==> config.mk <==
export PLATFORM = sky130hd
export DESIGN_NAME = traffic
export DESIGN_NICKNAME = d
export VERILOG_FILES = /design/src/rtl/traffic_pkg.sv /design/src/rtl/traffic.sv
export SDC_FILE = /design/constraint.sdc
export NUM_CORES = 1
export LEC_CHECK = 0
export BUFFER_PORTS_ARGS = -buffer_cell sky130_fd_sc_hd__buf_2
export CAP_MARGIN = 10
export CORE_AREA = 4 4 41 43
export CTS_BUF_LIST = sky130_fd_sc_hd__clkbuf_4 sky130_fd_sc_hd__clkbuf_8
export DETAILED_ROUTE_END_ITERATION = 7
export DIE_AREA = 0 0 45 47
export GPL_TIMING_DRIVEN = 0
export HOLD_SLACK_MARGIN = 0.05
export SYNTH_ARGS = -nofsm -noshare
export SYNTH_HDL_FRONTEND = slang
export SYNTH_SLANG_ARGS = --single-unit
==> constraint.sdc <==
create_clock -name CLK -period 2.8 [get_ports CLK]
set_input_delay 0.56 -clock CLK [delete_from_list [all_inputs] [get_ports CLK]]
set_output_delay 0.56 -clock CLK [all_outputs]
set_load 0.01 [all_outputs]
==> src/rtl/traffic_pkg.sv <==
// traffic_pkg: shared types and constants for the pedestrian crossing controller.
//   state_t : one-hot phase encoding of the controller
//   lamp_t  : lamp vector {g_car, y_car, r_car, g_pedes, r_pedes}
//   LAMP_*  : lamp pattern shown in each phase, plus the safe all-red pattern
package traffic_pkg;

  typedef enum logic [3:0] {
    CAR_GO    = 4'b0001,
    CAR_WARN  = 4'b0010,
    PED_GO    = 4'b0100,
    PED_CLEAR = 4'b1000
  } state_t;

  typedef struct packed {
    logic g_car;
    logic y_car;
    logic r_car;
    logic g_pedes;
    logic r_pedes;
  } lamp_t;

  localparam lamp_t LAMP_CAR_GO    = 5'b10001;
  localparam lamp_t LAMP_CAR_WARN  = 5'b01001;
  localparam lamp_t LAMP_PED_GO    = 5'b00110;
  localparam lamp_t LAMP_PED_CLEAR = 5'b00101;
  // Shown while the state register holds a non-one-hot value.
  localparam lamp_t LAMP_SAFE      = 5'b00101;

endpackage

==> src/rtl/traffic.sv <==
// traffic: Moore controller for a pedestrian crossing.
//   CLK, RST      : clock, synchronous active-high reset
//   TC_10, TC_2   : terminal-count pulses of the external long/short timers
//   RST_Q         : registered restart request to both timers; high on the
//                   reset edge and for the first cycle of every new phase
//   G_CAR/Y_CAR/R_CAR, G_PEDES/R_PEDES : lamp drives, pure state decodes
//
// Phase sequence: CAR_GO -(TC_10)-> CAR_WARN -(TC_2)-> PED_GO -(TC_10)->
// PED_CLEAR -(TC_2)-> CAR_GO. Only the TC named for the current phase is
// looked at, and both TCs are ignored while RST_Q is high because the
// timers have not yet been cleared and may still show a stale count.
module traffic
  import traffic_pkg::*;
(
  input  logic CLK,
  input  logic RST,
  input  logic TC_2,
  input  logic TC_10,
  output logic RST_Q,
  output logic G_CAR,
  output logic Y_CAR,
  output logic R_CAR,
  output logic G_PEDES,
  output logic R_PEDES
);

  state_t state_q;
  state_t state_d;
  logic   trans;
  lamp_t  lamps;

  // State register; RST_Q marks the first cycle of each phase.
  always_ff @(posedge CLK) begin
    if (RST) begin
      state_q <= CAR_GO;
      RST_Q   <= 1'b1;
    end else begin
      state_q <= state_d;
      RST_Q   <= trans;
    end
  end

  // Next-state logic.
  always_comb begin
    state_d = state_q;
    trans   = 1'b0;
    case (state_q)
      CAR_GO: begin
        if (!RST_Q && TC_10) begin
          state_d = CAR_WARN;
          trans   = 1'b1;
        end
      end
      CAR_WARN: begin
        if (!RST_Q && TC_2) begin
          state_d = PED_GO;
          trans   = 1'b1;
        end
      end
      PED_GO: begin
        if (!RST_Q && TC_10) begin
          state_d = PED_CLEAR;
          trans   = 1'b1;
        end
      end
      PED_CLEAR: begin
        if (!RST_Q && TC_2) begin
          state_d = CAR_GO;
          trans   = 1'b1;
        end
      end
      default: begin
        // Non-one-hot value: recover to CAR_GO and restart the timers.
        state_d = CAR_GO;
        trans   = 1'b1;
      end
    endcase
  end

  // Lamp decode.
  always_comb begin
    lamps = LAMP_SAFE;
    case (state_q)
      CAR_GO:    lamps = LAMP_CAR_GO;
      CAR_WARN:  lamps = LAMP_CAR_WARN;
      PED_GO:    lamps = LAMP_PED_GO;
      PED_CLEAR: lamps = LAMP_PED_CLEAR;
      default:   lamps = LAMP_SAFE;
    endcase
  end

  assign G_CAR   = lamps.g_car;
  assign Y_CAR   = lamps.y_car;
  assign R_CAR   = lamps.r_car;
  assign G_PEDES = lamps.g_pedes;
  assign R_PEDES = lamps.r_pedes;

endmodule

==> impl_metrics.json, run 1 <==
{
  "finClkSkew_ns": 0.004691,
  "drc": 0,
  "post-place-ws_ns": 0.9825,
  "required_ns": 2.24,
  "cts_buffers": 3,
  "ys_ff_latch": 5,
  "maxSlewViolCount": 0,
  "drtIter0Drc": 7,
  "cts_setup_buffers": 0,
  "grt_pass1_vias": 230,
  "clk_pin_slew_ns": 0.04,
  "cp-end-kind": "primary output",
  "htree_levels": 1,
  "cts_resized": 0,
  "leakagePower_nw": 0.1584,
  "clkLatencyLatePin_ns": 0.25,
  "die_area_um2": 2115,
  "synth_top_area_share_pct": 37.38,
  "stdcell_count": 58,
  "wirelength_um": 589,
  "clock-sinks": 5,
  "setup_viol": 0,
  "ctsLongestPathBuffers": 2,
  "syn-cell-area_um2": 267.8,
  "synthToLayoutAreaGrowth_pct": 35.05,
  "die_y_um": 47,
  "hold_path_class": "in2reg",
  "setup-tns-final_ns": 0,
  "gp_congestion": 0.7528,
  "grt_max_degree": 8,
  "netlist_instances": 30,
  "grt_usage_pct": 7.194,
  "io_pins": 10,
  "wl_per_cell_um": 10.16,
  "comb_power_share_pct": 12.9,
  "synth_largest_area_cell": "dfxtp_1",
  "setup_ws_ns": 0.8586,
  "power_w": 0.0001994,
  "clock_power_share_pct": 48.1,
  "drive_gt1_share_pct": 41.86,
  "ys_top_cells_by_count": "dfxtp_1, inv_1, nand2b_1, nor2_1, o31ai_1",
  "hpwl_um": 446.9,
  "p_int_w": 0.0001513,
  "vdd_ir_drop_max_uv": 280.8,
  "worstPathArrival_ns": 1.38,
  "core_um2": 1301,
  "critPathSlowestCell": "nor4_1",
  "crit_fanout": 5,
  "yosysWarningCount": 0,
  "dp_cells": 54,
  "final_nets": 48,
  "fp.dieW_um": 45,
  "synth_area_leaders": "dfxtp_1, nand2b_1, o31ai_1, a41o_2, inv_1",
  "final_antenna_net_count": 0,
  "initial_core_util_pct": 20.58,
  "async_flop_share_pct": 0,
  "power.density_nw_per_um2": 551.6,
  "cap_viol_max_count": 0,
  "crit_type": "reg2out",
  "fmax_mhz": 515.1,
  "slowest_delay_ns": 0.41,
  "cts_tree": "done",
  "seqPwrFrac_pct": 39.0,
  "worst_pin_slew_ns": 0.5325,
  "slew_headroom_pct": 64.18,
  "synth_edf_count": 0,
  "yosysMostFrequentCell": "dfxtp_1",
  "hold_slack_ns": 0.5530,
  "hold_buffers": 0,
  "synth_cell_types": 19,
  "fin_crit_sh_pct": 69.34,
  "vias": 262,
  "crit_chain": "inv_1 -> nor4_1 -> nor2_1 -> buf_2",
  "avgSynthCellArea_um2": 8.925,
  "overflow": 0,
  "portBuffers": 9,
  "status": "finished, final reports clean",
  "rsz0062_at_grt": "no",
  "synthFlopType": "dfxtp_1",
  "diodes": 0,
  "switchingPower_w": 0.00004816,
  "fin_crit_ns": 1.941,
  "vias_per_cell": 4.517,
  "dr.pass1.iters": 3,
  "start_kind": "flip-flop",
  "ys_seq_area_share_pct": 37.38,
  "row_count": 13,
  "grt_pass1_wl_mm": 1.055,
  "cts_root_buf": "clkbuf_4",
  "p_sw_share_pct": 24.14,
  "hold_viol": 0,
  "syn_nets": 34,
  "antenna_found_initial": 0
}
==> stage by stage <==
stage,cell area [µm²],utilization (%)
after floorplan,267.8,-
after global placement,331.6,25.48
after detailed placement,331.6,25.48
after CTS,361.6,27.79
after global routing,361.6,27.79
final,361.6,27.79
==> routing by layer <==
metal | up-vias | share of wire [%] | track usage, %
li1 | 133 | - | -
met1 | 117 | 46 | 10.48
met2 | 12 | 41 | 7.627
met3 | 0 | 13 | 5.747
met4 | 0 | 0 | 1.754
met5 | - | 0 | 0
==> layout make-up <==
cell class                 instances  area [µm²]
sequential                         5       100.1
timing repair buffer               9       45.04
inverter                           3       11.26
clock buffer                       4       30.03
multi-input combinational         22       156.4
tap                               15       18.77
fill                             151       939.7
==> cell families (layout without fill, tap and decap cells) <==
kind of cell           count (synthesis)  in the layout  synth area share [%]
AND/OR/NAND/NOR                       16             16                 39.25
flip-flops                             5              5                 37.38
AO/OA/AOI/OAI                          4              4                 12.62
buffers and inverters                  3             16                 4.205
XOR/XNOR                               2              2                 6.543
==> flip-flops by register name, indices dropped and copies added, names as in the netlist <==
| register | count |
|---|---|
| state_q | 4 |
| RST_Q | 1 |
==> final timing paths <==
| check | endpoint | slack (ns) | start | cells past startpoint |
|---|---|---|---|---|
| worst max-delay path | R_CAR | 0.86 | state_q[1]$_SDFFE_PP0P_ | 4 |
| worst max register to register | state_q[0]$_SDFFE_PP1P_ | 1.24 | state_q[2]$_SDFFE_PP0P_ | 3 |
| worst min register to register | state_q[1]$_SDFFE_PP0P_ | 0.62 | state_q[1]$_SDFFE_PP0P_ | 3 |
| worst min-delay path | state_q[1]$_SDFFE_PP0P_ | 0.55 | RST | 2 |
==> worst max-delay path: cells and delay by family (launching register included) <==
family | cells | cell delay, ns
flip-flops | 1 | 0.40
AND/OR/NAND/NOR | 2 | 0.51
buffers and inverters | 2 | 0.23
==> power groups by stage <==
stage / logic, W / registers (W) / clock network (W)
after floorplan: 0.0000158 / 0.0000792 / 0
after global placement: 0.0000261 / 0.0000789 / 0
after detailed placement: 0.0000259 / 0.0000790 / 0
after CTS: 0.0000262 / 0.0000776 / 0.000101
after global routing: 0.0000289 / 0.0000781 / 0.000107
final: 0.0000258 / 0.0000777 / 0.0000960
==> cell usage in the layout, fill, tap and decap left out <==
master	count
buf_2	9
nand3_1	1
nor3_1	1
or4_4	1
a41o_2	1
inv_1	3
xnor2_1	1
nor4_1	1
or3b_2	1
nand3b_1	1
and2b_4	1
dfxtp_1	5
or3b_1	1
clkbuf_4	4
o21a_1	1
nor2_1	3
nand2_1	1
or4_2	1
xor2_1	1
o31ai_1	2
nand2b_1	3
Power figures use the tool's default switching activity.
==> inputs of run 2 (changes only) <==
ABC_AREA = 1   (was default)
clock period = 1.6 ns   (was 2.8 ns; I/O delays follow)
==> run 2 against run 1 <==
Compared with the run above: clock power up 69%; final cell count is 26% higher; routed wire length decreased by 1.7%; first-iteration DRC count did not move; largest cell class unchanged; via count grew 12%; synthesized area increased by 1.9%; power grew to 3.1 times the previous value; setup slack lost 0.67 ns; worst hold slack worse by 0.28 ns; global-route usage is essentially flat; flip-flop and latch count unchanged; register-to-register slack worse by 0.68 ns.
==> impl_metrics.json, run 2 <==
{
  "grt_max_degree": 6,
  "r2r_slack_ns": 0.56,
  "grt_usage_pct": 7.205,
  "synth_largest_area_cell": "dfxtp_1",
  "leakagePower_nw": 0.2008,
  "switchingPower_w": 0.0002420,
  "clkLatencyLatePin_ns": 0.24,
  "crit_type": "reg2out",
  "status": "finished, final reports clean",
  "post-route-util_pct": 28.17,
  "grt_pass1_vias": 275,
  "final_cell_mix": "nand2_1, buf_2, inv_1, nor2_1",
  "regMostFlops": "state_q",
  "final_common_cell": "nand2_1",
  "vias_per_cell": 4.027,
  "required_ns": 1.28,
  "cts_setup_buffers": 0,
  "worstPathArrival_ns": 1.10,
  "power.density_nw_per_um2": 1660,
  "ys_ff_latch": 5,
  "ys_seq_area_share_pct": 36.70,
  "die_area_um2": 2115,
  "ctsLongestPathBuffers": 2,
  "slew_headroom_pct": 90.12,
  "syn-cell-area_um2": 272.8,
  "drc": 0,
  "syn_nets": 49,
  "setup_viol": 0,
  "r2r-start": "state_q[1]$_SDFFE_PP0P_",
  "overflow": 0,
  "start_kind": "flip-flop",
  "worst_hold_path.endpoint": "state_q[3]$_SDFFE_PP0P_",
  "crit_top_cell": "nor2_1",
  "critPathBufInv": 3,
  "initial_core_util_pct": 20.96,
  "htree_levels": 1,
  "r2r.worst_path.cells": 7,
  "dr.pass1.iters": 3,
  "hpwl_um": 479.7,
  "worst_pin_slew_ns": 0.1481,
  "ys_top_cells_by_count": "nand2_1, inv_1, nor2_1",
  "r2r-end": "state_q[0]$_SDFFE_PP1P_",
  "final_nets": 63,
  "hold_path_class": "in2reg",
  "crit_chain": "inv_1 -> nor2_1 -> nand2_1 -> inv_2 -> nor2_1 -> buf_2",
  "p_int_w": 0.0003667,
  "synth_top_area_share_pct": 36.70,
  "avgSynthCellArea_um2": 6.061,
  "netlist_instances": 45,
  "fmax_mhz": 706.3,
  "yosysMostFrequentCell": "nand2_1",
  "fin_crit_sh_pct": 88.49,
  "gp_congestion": 0.7128,
  "hold_viol": 0,
  "clock_power_share_pct": 26.6,
  "comb_power_share_pct": 44.2,
  "cts_tree": "done",
  "antenna_found_initial": 0,
  "async_flop_share_pct": 0,
  "maxSlewViolCount": 0,
  "fin_crit_ns": 1.416,
  "clk_pin_slew_ns": 0.05,
  "hp-start": "RST",
  "cts_buffers": 3,
  "grt_pass1_wl_mm": 1.076,
  "synth_cell_types": 10,
  "cpLargestDelayFamily": "flip-flops",
  "vias": 294,
  "hold_buffers": 0,
  "io_pins": 10,
  "seqPwrFrac_pct": 29.2,
  "p_sw_share_pct": 39.76,
  "yosysWarningCount": 0,
  "largest_reg_flops": 4,
  "die_y_um": 47,
  "row_count": 13,
  "synth_edf_count": 0,
  "slowest_delay_ns": 0.35,
  "wirelength_um": 579,
  "cp-end-kind": "primary output",
  "diodes": 0,
  "setup-tns-final_ns": 0,
  "core_um2": 1301,
  "cts_resized": 0,
  "portBuffers": 9,
  "vdd_ir_drop_max_uv": 616.5,
  "cts_root_buf": "clkbuf_4",
  "fp.dieW_um": 45,
  "clock-sinks": 5,
  "nFillCells": 160,
  "final_antenna_net_count": 0,
  "largest_registers": "state_q: 4 flops, RST_Q: 1 flops",
  "finClkSkew_ns": 0.01041,
  "drive_gt1_share_pct": 34.48,
  "cap_viol_max_count": 0,
  "hold_depth": 2,
  "wl_per_cell_um": 7.932,
  "synthToLayoutAreaGrowth_pct": 34.40,
  "crit_fanout": 4,
  "rsz0062_at_grt": "no",
  "synth_area_leaders": "dfxtp_1, nand2_1, nand3_1, inv_1, nor2_1",
  "critPathSlowestCell": "dfxtp_1",
  "synthFlopType": "dfxtp_1",
  "drtIter0Drc": 7
}
run 2: cell count changes after synthesis, sizes merged, moves of 3 or more:
cell / previous run / this run
inv: 3 / 9
nor2: 3 / 7
nand2: 1 / 15
nand2b: 3 / 0
nand3: 1 / 5
a21oi: 0 / 3
run 2: metrics by stage:
stage                     worst slack [ns]  total power (W)  hold WS, ns  area [µm²]  std cells
after floorplan                     0.5490        0.0003692       0.3891       272.8         45
after global placement              0.4497        0.0004507       0.5334       336.6         69
after detailed placement            0.4349        0.0004517       0.5313       336.6         69
after CTS                           0.1769        0.0006203       0.2709       366.6         73
after global routing               0.06512        0.0006726       0.2664       366.6         73
final                               0.1842        0.0006087       0.2775       366.6         73
run 2: area by class of cell:
class / instances / area, µm² / share of cell area [%]
multi-input cells: 31 / 138.9 / 37.88
flip-flops and latches: 5 / 100.1 / 27.30
repair buffers: 9 / 45.04 / 12.29
inverters: 9 / 33.78 / 9.215
clock buffers: 4 / 30.03 / 8.191
well taps: 15 / 18.77 / 5.119
run 2: metal layers:
layer | routed length (µm) | global-route usage (%) | up-vias
met5 | 0 | 0 | -
met1 | 254 | 8.467 | 121
met3 | 46 | 5.747 | 0
met4 | 0 | 0 | 0
met2 | 278 | 11.02 | 10
li1 | - | - | 163
run 2: worst max path at each step:
stage	from	endpoint	slack (ns)	cells after the start
after floorplan	state_q[1]$_SDFFE_PP0P_	R_CAR	0.55	4
after global placement	state_q[1]$_SDFFE_PP0P_	R_CAR	0.45	6
after detailed placement	state_q[1]$_SDFFE_PP0P_	R_CAR	0.43	6
after CTS	state_q[1]$_SDFFE_PP0P_	R_CAR	0.18	6
after global routing	state_q[0]$_SDFFE_PP1P_	R_CAR	0.07	6
final	state_q[1]$_SDFFE_PP0P_	R_CAR	0.18	6
run 2: logic make-up after synthesis:
kind of cell,share of synthesized area (%)
AOI/OAI and AO/OA,5.503
buffers and inverters,12.38
DFF,36.70
and+or+nand+nor,45.41
run 2: worst reg2reg max path: cells and delay by family (launching register included):
family | cells | cell delay (ns)
DFF | 1 | 0.35
buffers and inverters | 1 | 0.05
and+or+nand+nor | 6 | 0.52
run 2: power by group through the flow:
stage	Sequential, W	Combinational (W)	Clock (W)
2_1_floorplan	0.000181	0.000188	0
5_1_grt	0.000183	0.000306	0.000183
4_1_cts	0.000177	0.000274	0.000170
3_5_place_dp	0.000179	0.000273	0
3_3_place_gp	0.000178	0.000273	0
6_report	0.000178	0.000269	0.000162
==> inputs of run 3 (changes only) <==
CORE_AREA = 3 3 40 42   (was 4 4 41 43)
DIE_AREA = 0 0 43 45   (was 0 0 45 47)
SKIP_CTS_REPAIR_TIMING = 1   (was default)
==> run 3 against run 2 <==
Compared with the run above: worst hold slack better by 0.011 ns; critical path depth down 1; combinational power about the same; setup slack about the same; critical path type unchanged; largest cell class unchanged; highest routed layer is now met4.
==> impl_metrics.json, run 3 (synthesis gave the netlist of run 2 again) <==
{
  "grt_pass1_vias": 267,
  "critPathBufInv": 2,
  "fin_crit_sh_pct": 88.48,
  "regMostFlops": "state_q",
  "final_common_cell": "nand2_1",
  "die_area_um2": 1935,
  "setup_viol": 0,
  "ff_latch_area_um2": 100.1,
  "drc": 0,
  "finClkSkew_ns": 0.003088,
  "cts_root_buf": "clkbuf_4",
  "largest_registers": "state_q: 4 flops, RST_Q: 1 flops",
  "hold_path_class": "in2reg",
  "dr.pass1.iters": 4,
  "crit_fanout": 4,
  "hpwl_um": 484.3,
  "clkLatencyLatePin_ns": 0.24,
  "leakagePower_nw": 0.2008,
  "final_antenna_net_count": 0,
  "vias_per_cell": 4.219,
  "vias": 308,
  "wirelength_um": 618,
  "setup-tns-final_ns": 0,
  "io_pins": 10,
  "wl_per_cell_um": 8.466,
  "stdcell_count": 73,
  "drtIter0Drc": 11,
  "start_kind": "flip-flop",
  "cpLargestDelayFamily": "flip-flops",
  "power.density_nw_per_um2": 1649,
  "slew_headroom_pct": 90.08,
  "crit_type": "reg2out",
  "maxSlewViolCount": 0,
  "fin_crit_ns": 1.416,
  "cap_viol_max_count": 0,
  "final_cell_mix": "nand2_1, buf_2, inv_1, nor2_1",
  "clk_pin_slew_ns": 0.04,
  "fmax_mhz": 706.3,
  "worst_pin_slew_ns": 0.1486,
  "largest_reg_flops": 4,
  "status": "finished, final reports clean",
  "critPathSlowestCell": "dfxtp_1",
  "cp-end-kind": "primary output",
  "slowest_delay_ns": 0.32,
  "diodes": 0,
  "rsz0062_at_grt": "no",
  "fp.dieW_um": 43,
  "crit_chain": "nor2_1 -> nand2_1 -> inv_2 -> nor2_1 -> buf_2",
  "drive_gt1_share_pct": 34.48,
  "nFillCells": 148,
  "post-route-util_pct": 28.53,
  "core_um2": 1285,
  "antenna_found_initial": 0,
  "overflow": 0,
  "required_ns": 1.28,
  "ctsLongestPathBuffers": 2,
  "grt_usage_pct": 7.910,
  "htree_levels": 1,
  "hold_viol": 0,
  "synthToLayoutAreaGrowth_pct": 34.40,
  "multi_input_area_um2": 138.9,
  "placed_area_um2": 336.6,
  "vdd_ir_drop_max_uv": 719.8,
  "row_count": 13,
  "clock-sinks": 5,
  "worstPathArrival_ns": 1.10,
  "final_nets": 63,
  "cts_buffers": 3,
  "finish.instance_area_um2": 366.6,
  "portBuffers": 9,
  "die_y_um": 45,
  "hold_slack_ns": 0.2884,
  "grt_pass1_wl_mm": 1.062,
  "crit_top_cell": "nor2_1",
  "initial_core_util_pct": 21.23,
  "gp_congestion": 0.7720,
  "cts_tree": "done",
  "dp_cells": 69,
  "grt_max_degree": 6
}
[run 3: cell counts in the layout (fill, tap and decap cells not counted)]
No cell type changed its count.
[run 3: layout make-up]
type                    instances  area share [%]
clock buffers                   4           8.191
well taps                      15           5.119
multi-input cells              31           37.88
flip-flops and latches          5           27.30
inverters                       9           9.215
repair buffers                  9           12.29
[run 3: through the flow]
step	worst slack [ns]	total power, W
floorplan	0.5490	0.0003692
global placement	0.4566	0.0004444
detailed placement	0.4361	0.0004468
CTS	0.1687	0.0006161
global route	0.09990	0.0006581
finish	0.1843	0.0006045
[run 3: worst reg2reg max path: stages (launching register included)]
cell	delay, ns
dfxtp_1	0.32
nor2_1	0.15
nand2_1	0.12
nand2_1	0.10
nand2_2	0.09
nand4_1	0.08
nand3_1	0.07
[run 3: routing by layer]
| layer | up-vias | wire length, µm | GRT usage [%] |
|---|---|---|---|
| met4 | 0 | 10 | 9.036 |
| met1 | 131 | 306 | 8.434 |
| met2 | 11 | 241 | 10.78 |
| met5 | - | 0 | 0 |
| met3 | 2 | 60 | 3.586 |
| li1 | 164 | - | - |
[run 3: power breakdown]
part	total, W	leakage [nW]	internal (W)	switching (W)
combinational	0.000269	0.141	0.0000998	0.000169
clock	0.000160	0.0184	0.000111	0.0000493
sequential	0.000175	0.0410	0.000156	0.0000198
total	0.000604	0.201	0.000367	0.000238
[run 3: final timing paths]
path	cells after the start	start	slack, ns	end
hold reg to reg	4	state_q[3]$_SDFFE_PP0P_	0.57	state_q[3]$_SDFFE_PP0P_
setup / recovery	5	state_q[2]$_SDFFE_PP0P_	0.18	R_CAR
hold / removal	2	RST	0.29	state_q[1]$_SDFFE_PP0P_
setup reg to reg	6	state_q[2]$_SDFFE_PP0P_	0.57	state_q[0]$_SDFFE_PP1P_
